`config.mk`:
```
export PLATFORM = sky130hd
export DESIGN_NAME = receptor_hamming_serial
export DESIGN_NICKNAME = d
export VERILOG_FILES = /design/src/rtl/hamming_pkg.sv /design/src/rtl/corrector_secded.sv /design/src/rtl/receptor_hamming_serial.sv
export SDC_FILE = /design/constraint.sdc
export NUM_CORES = 1
export LEC_CHECK = 0
export ABC_AREA = 1
export CAP_MARGIN = 5
export CORE_UTILIZATION = 41
export DETAILED_ROUTE_END_ITERATION = 8
export DONT_BUFFER_PORTS = 1
export PLACE_DENSITY = 0.66
export SYNTH_ARGS = -nofsm -noshare
export SYNTH_HDL_FRONTEND = slang
export SYNTH_HIERARCHICAL = 1
export SYNTH_SLANG_ARGS = --single-unit
```
`constraint.sdc`:
```
create_clock -name reloj -period 1.4 [get_ports reloj]
set_input_delay 0.07 -clock reloj [delete_from_list [all_inputs] [get_ports reloj]]
set_output_delay 0.07 -clock reloj [all_outputs]
set_load 0.005 [all_outputs]
```
`src/rtl/hamming_pkg.sv`:
```
// Shared definitions for the SEC/DED (7,4)+parity link: receiver states,
// syndrome masks and the syndrome helper used by encoder, decoder and receiver.
package hamming_pkg;

  typedef enum logic [2:0] {
    REPOSO      = 3'd0,
    INICIO      = 3'd1,
    DATOS       = 3'd2,
    PARADA      = 3'd3,
    DECODIFICA  = 3'd4,
    ESPERA_ALTO = 3'd5
  } estado_rx_t;

  // palabra[i-1] carries Hamming position i; masks select the positions each check covers
  localparam logic [7:0] MASCARA_S1 = 8'h55;  // positions 1,3,5,7
  localparam logic [7:0] MASCARA_S2 = 8'h66;  // positions 2,3,6,7
  localparam logic [7:0] MASCARA_S3 = 8'h78;  // positions 4,5,6,7

  // Data positions d4,d3,d2,d1 packed 3 bits each, d1 in the low field
  localparam logic [11:0] POS_DATOS = {3'd7, 3'd6, 3'd5, 3'd3};

  function automatic logic [2:0] sindrome_de(input logic [7:0] palabra);
    return {^(palabra & MASCARA_S3), ^(palabra & MASCARA_S2), ^(palabra & MASCARA_S1)};
  endfunction

endpackage

```
`src/rtl/corrector_secded.sv`:
```
// Combinational SEC/DED decoder: syndrome, overall parity, single-error
// correction of the data positions and error classification.
module corrector_secded
  import hamming_pkg::*;
(
  input  logic [7:0] palabra,
  output logic [3:0] dato,
  output logic [2:0] sindrome,
  output logic       st,
  output logic       error_simple,
  output logic       error_doble
);

  logic [2:0] sind;
  logic       paridad;

  assign sind    = sindrome_de(palabra);
  assign paridad = ^palabra;

  // A data bit is flipped only when the parity confirms an odd error count
  // and the syndrome points at that data position.
  generate
    for (genvar gi = 0; gi < 4; gi++) begin : g_dato
      localparam logic [2:0] POS = POS_DATOS[gi*3 +: 3];
      localparam int         IDX = int'(POS) - 1;
      assign dato[gi] = palabra[IDX] ^ (paridad && (sind == POS));
    end
  endgenerate

  assign sindrome     = sind;
  assign st           = paridad;
  assign error_simple = paridad;
  assign error_doble  = !paridad && (sind != 3'b000);

endmodule

```
`src/rtl/receptor_hamming_serial.sv`:
```
// UART-style receiver for 8-bit SEC/DED codewords: 2-flop synchronizer,
// bit-timing counters, framing FSM and held decoded outputs.
module receptor_hamming_serial
  import hamming_pkg::*;
#(
  parameter int CICLOS_BIT = 16
) (
  input  logic       reloj,
  input  logic       rst,
  input  logic       rx,
  output logic [3:0] dato,
  output logic [7:0] palabra_rx,
  output logic [2:0] sindrome,
  output logic       st,
  output logic       error_simple,
  output logic       error_doble,
  output logic       valido,
  output logic       error_trama,
  output logic       ocupado
);

  localparam int              CW           = $clog2(CICLOS_BIT);
  localparam logic [CW-1:0]   CUENTA_MEDIO = CW'(CICLOS_BIT / 2 - 1);
  localparam logic [CW-1:0]   CUENTA_BIT   = CW'(CICLOS_BIT - 1);

  estado_rx_t    estado_q, estado_d;
  logic          sinc1_q, sinc1_d, sinc2_q, sinc2_d;
  logic [CW-1:0] cuenta_q, cuenta_d;
  logic [2:0]    nbit_q, nbit_d;
  logic [7:0]    desplaza_q, desplaza_d;
  logic [3:0]    dato_q, dato_d;
  logic [7:0]    palabra_q, palabra_d;
  logic [2:0]    sindrome_q, sindrome_d;
  logic          st_q, st_d;
  logic          es_q, es_d;
  logic          ed_q, ed_d;
  logic          valido_q, valido_d;
  logic          trama_q, trama_d;

  logic          rx_s;
  logic [3:0]    c_dato;
  logic [2:0]    c_sind;
  logic          c_st, c_es, c_ed;

  assign rx_s = sinc2_q;

  corrector_secded u_corrector (
    .palabra      (desplaza_q),
    .dato         (c_dato),
    .sindrome     (c_sind),
    .st           (c_st),
    .error_simple (c_es),
    .error_doble  (c_ed)
  );

  always_comb begin
    estado_d   = estado_q;
    sinc1_d    = rx;
    sinc2_d    = sinc1_q;
    cuenta_d   = cuenta_q;
    nbit_d     = nbit_q;
    desplaza_d = desplaza_q;
    dato_d     = dato_q;
    palabra_d  = palabra_q;
    sindrome_d = sindrome_q;
    st_d       = st_q;
    es_d       = es_q;
    ed_d       = ed_q;
    valido_d   = 1'b0;
    trama_d    = 1'b0;

    unique case (estado_q)
      REPOSO: begin
        if (!rx_s) begin
          estado_d = INICIO;
          cuenta_d = '0;
        end
      end

      INICIO: begin
        if (cuenta_q == CUENTA_MEDIO) begin
          cuenta_d = '0;
          if (rx_s) begin
            estado_d = REPOSO;
          end else begin
            estado_d = DATOS;
            nbit_d   = 3'd0;
          end
        end else begin
          cuenta_d = cuenta_q + 1'b1;
        end
      end

      DATOS: begin
        if (cuenta_q == CUENTA_BIT) begin
          cuenta_d   = '0;
          desplaza_d = {rx_s, desplaza_q[7:1]};
          nbit_d     = nbit_q + 3'd1;
          if (nbit_q == 3'd7) estado_d = PARADA;
        end else begin
          cuenta_d = cuenta_q + 1'b1;
        end
      end

      PARADA: begin
        if (cuenta_q == CUENTA_BIT) begin
          cuenta_d = '0;
          if (rx_s) begin
            // Results are loaded on the stop-sample edge so they are already
            // stable during the DECODIFICA cycle in which valido is high.
            estado_d   = DECODIFICA;
            dato_d     = c_dato;
            palabra_d  = desplaza_q;
            sindrome_d = c_sind;
            st_d       = c_st;
            es_d       = c_es;
            ed_d       = c_ed;
            valido_d   = 1'b1;
          end else begin
            estado_d = ESPERA_ALTO;
            trama_d  = 1'b1;
          end
        end else begin
          cuenta_d = cuenta_q + 1'b1;
        end
      end

      DECODIFICA: estado_d = REPOSO;

      ESPERA_ALTO: begin
        if (rx_s) estado_d = REPOSO;
      end

      default: estado_d = REPOSO;
    endcase
  end

  always_ff @(posedge reloj) begin
    if (rst) begin
      estado_q   <= REPOSO;
      sinc1_q    <= 1'b1;
      sinc2_q    <= 1'b1;
      cuenta_q   <= '0;
      nbit_q     <= 3'd0;
      desplaza_q <= 8'h00;
      dato_q     <= 4'h0;
      palabra_q  <= 8'h00;
      sindrome_q <= 3'b000;
      st_q       <= 1'b0;
      es_q       <= 1'b0;
      ed_q       <= 1'b0;
      valido_q   <= 1'b0;
      trama_q    <= 1'b0;
    end else begin
      estado_q   <= estado_d;
      sinc1_q    <= sinc1_d;
      sinc2_q    <= sinc2_d;
      cuenta_q   <= cuenta_d;
      nbit_q     <= nbit_d;
      desplaza_q <= desplaza_d;
      dato_q     <= dato_d;
      palabra_q  <= palabra_d;
      sindrome_q <= sindrome_d;
      st_q       <= st_d;
      es_q       <= es_d;
      ed_q       <= ed_d;
      valido_q   <= valido_d;
      trama_q    <= trama_d;
    end
  end

  assign dato         = dato_q;
  assign palabra_rx   = palabra_q;
  assign sindrome     = sindrome_q;
  assign st           = st_q;
  assign error_simple = es_q;
  assign error_doble  = ed_q;
  assign valido       = valido_q;
  assign error_trama  = trama_q;
  assign ocupado      = (estado_q != REPOSO);

endmodule

```
==> run_results.csv <==
group,metric,value,unit
route,vias,2127,
route,drtPass1Iterations,4,
placed_design,dp_hpwl,3280,um
floorplan,rows,25,
floorplan,die_y,72.9,um
sta,setup_tns,-0.204,ns
synthesis,ys_warn_count,6,
synthesis,synth_fp_nets,321,
cts,cts_tree,"done",
sta,finalClockSkew,0.00287,ns
cells_and_area,multiInputGateArea,1380,um^2
global_route,first_global_vias,1875,
cells_and_area,antenna_cells,0,
setup_path,critPathKind,"reg2reg",
sta,final_max_slew_viol_count,0,
synthesis,ys_types,24,
run_status,failed_checks,"setup timing",
route,wire_per_inst,12.8,um
run_status,status,"complete, but fails checks",
sta,final.period_utilization,104,%
min_path,hold_path.class,"in2reg",
power,power_density,907,nW/um^2
cts,root_buffer,"clkbuf_8",
synthesis,synthCells,315,
cells_and_area,nFillCells,460,
floorplan,die_w,72.9,um
cells_and_area,drive_gt1_share,42.3,%
synthesis,synth_flop_cell,"dfxtp_1",
cells_and_area,area_growth,41.2,%
global_route,grt_max_degree,20,
setup_path,worstPathMaxFanout,6,
floorplan,core_area,4790,um^2
setup_path,crit_arrival,1.65,ns
cts,cts_max_level,2,
global_route,grt_usage,19.7,%
placed_design,routabilityCongestion,0.885,
setup_path,max_stage_delay,0.40,ns
route,wl,5510,um
synthesis,synth_edf_count,0,
synthesis,synth_top_area_share,38.9,%
setup_path,end_kind,"flip-flop",
cts,clk_pin_slew,0.07,ns
cts,worstSkewPairLatency,0.29,ns
cells_and_area,most-common-layout-cells,"64 x nand2_1, 54 x nor2_1, 36 x buf_4, 28 x dfxtp_1, 22 x nand2_2",
synthesis,synth-seq-cells,40,
power,power.leakage,0.00137,uW
global_route,antenna_found_initial,0,
sta,rsz0062_at_grt,"true",
setup_path,path_common_cell,"nand2_1",
sta,finalHoldViolCount,0,
cts,cts_max_path_buffers,2,
sta,setup_violations,7,
cts,numCtsBuffers,5,
floorplan,die-area,5310,um^2
synthesis,avgSynthCellArea,6.53,um^2
cts,cts_num_sinks,40,
min_path,hp-start,"rst",
placed_design,io_buffers,0,
synthesis,ys_seq_area_share,38.9,%
sta,relSlewSlack,71.5,%
route,ant_nets,0,
flow_run,drv_cap,0,
cells_and_area,nNetsFinal,368,
route,viasPerCell,4.96,
setup_path,crit_slowest_cell,"dfxtp_4",
sta,holdWs,0.158,ns
synthesis,synth_area_leaders,"dfxtp_1 39%, nand2_1 17%, nor2_1 12%",
synthesis,synth_top_area_cell,"dfxtp_1",
synthesis,syn-cell-area,2060,um^2
global_route,grt_first_pass_wirelength,8120,um
cells_and_area,mostFrequentLayoutCell,"nand2_1",
sta,worst_slack,-0.0617,ns
setup_path,r2r_setup_slack,-0.06,ns
setup_path,reg2reg_depth,11,
route,post-route-drc-count,0,
sta,fmax,684,MHz
setup_path,cp-start-kind,"flip-flop",
global_route,grt_overflow,0,
setup_path,worstPathRequired,1.59,ns
cells_and_area,final-seq-area,831,um^2
setup_path,rr_endpoint,"dato[2]",
floorplan,ios,24,
floorplan,start_util,43.0,%
setup_path,crit_chain,"buf_6 > nand2_4 > nand2_4 > o21ai_1 > nand2_2 > nor2_2 > nand2_1 > nand2_1 > nand2_1 > nor2_1 > nor2_1",
setup_path,reg2reg_from,"desplaza_q[6]",
route,drt_iter0_drc,127,
min_path,hold_path_depth,3,
sta,worst_pin_slew,0.427,ns
power,irDropWorstVdd,474,uV
sta,period_minus_slack,1.46,ns
min_path,holdPathEnd,"error_simple",
synthesis,synthArstFlopShare,0,%
==> cell type report <==
cell class	instances	area share [%]
timing repair buffer	46	13.7
inverter	24	3.96
clock buffer	6	2.50
tap	67	2.88
multi-input combinational	243	47.4
sequential	40	28.6
timing repair inverter	2	0.861
clock inverter	1	0.172
==> state kept, by name, summed over array words and instances (netlist names), 3 cells and up <==
register	flops
desplaza_q	8
palabra_rx	8
cuenta_q	4
dato	4
estado_q	3
nbit_q	3
sindrome	3
==> timing repair <==
item,4_1_cts,5_1_grt
endpoints found under the setup margin,11,21
setup buffers,1,10
hold buffers,2,0
pin swaps,10,42
gates resized for setup,32,98
hold endpoints to repair,10,0
gates cloned,2,2
==> worst max-delay path by stage <==
stage	start	endpoint	slack (ns)
after floorplan	cuenta_q[0]	palabra_rx[5]	0.0002
after global placement	desplaza_q[2]	dato[3]	-0.12
after detailed placement	desplaza_q[6]	dato[0]	-0.14
after CTS	desplaza_q[6]	dato[0]	-0.01
after global routing	desplaza_q[5]	dato[3]	-0.15
final	desplaza_q[6]	dato[2]	-0.06
==> stage by stage <==
stage	utilization, %	cells	area, um^2	worst slack, ns	total power [uW]
2_1_floorplan	-	315	2060	0.000196	1690
3_3_place_gp	48.5	405	2320	-0.120	1860
3_5_place_dp	48.5	405	2320	-0.143	1860
4_1_cts	52.8	417	2530	-0.0103	2610
5_1_grt	60.7	429	2910	-0.153	2800
6_report	60.7	429	2910	-0.0617	2640
==> synthesized netlist by cell type (3+ instances only) <==
cell      count
a21oi_1       8
a31oi_1       3
buf_6         3
clkbuf_1      3
dfxtp_1      40
ha_1          3
inv_1        18
inv_2         5
nand2_1      92
nand2_2       9
nand3_1       8
nor2_1       65
nor2_2       13
o21ai_0      32
==> routing by layer <==
| metal | vias up | track usage, % | share of wire [%] |
|---|---|---|---|
| met5 | - | 0 | 0 |
| met4 | 0 | 7.63 | 1.5 |
| met3 | 8 | 4.42 | 3.8 |
| met2 | 38 | 33.4 | 50 |
| met1 | 1002 | 24.3 | 45 |
| li1 | 1079 | - | - |
==> critical path: cells and delay by family (launching register included) <==
family                 cells  cell delay, ns
and+or+nand+nor            9            0.70
buffers and inverters      1            0.15
DFF                        1            0.40
AOI/OAI and AO/OA          1            0.12
==> where the power goes <==
part           internal (uW)  switching, uW
clock network            339            387
logic                    276            398
registers               1190           52.0
==> logic make-up after synthesis <==
group           Yosys count  synth area share [%]
simple gates            194                  40.4
compound gates           45                  11.3
flops                    40                  38.9
buf+inv                  33                  7.60
fa+ha+maj                 3                  1.82
Note: power is estimated with default switching activity, not from simulation.
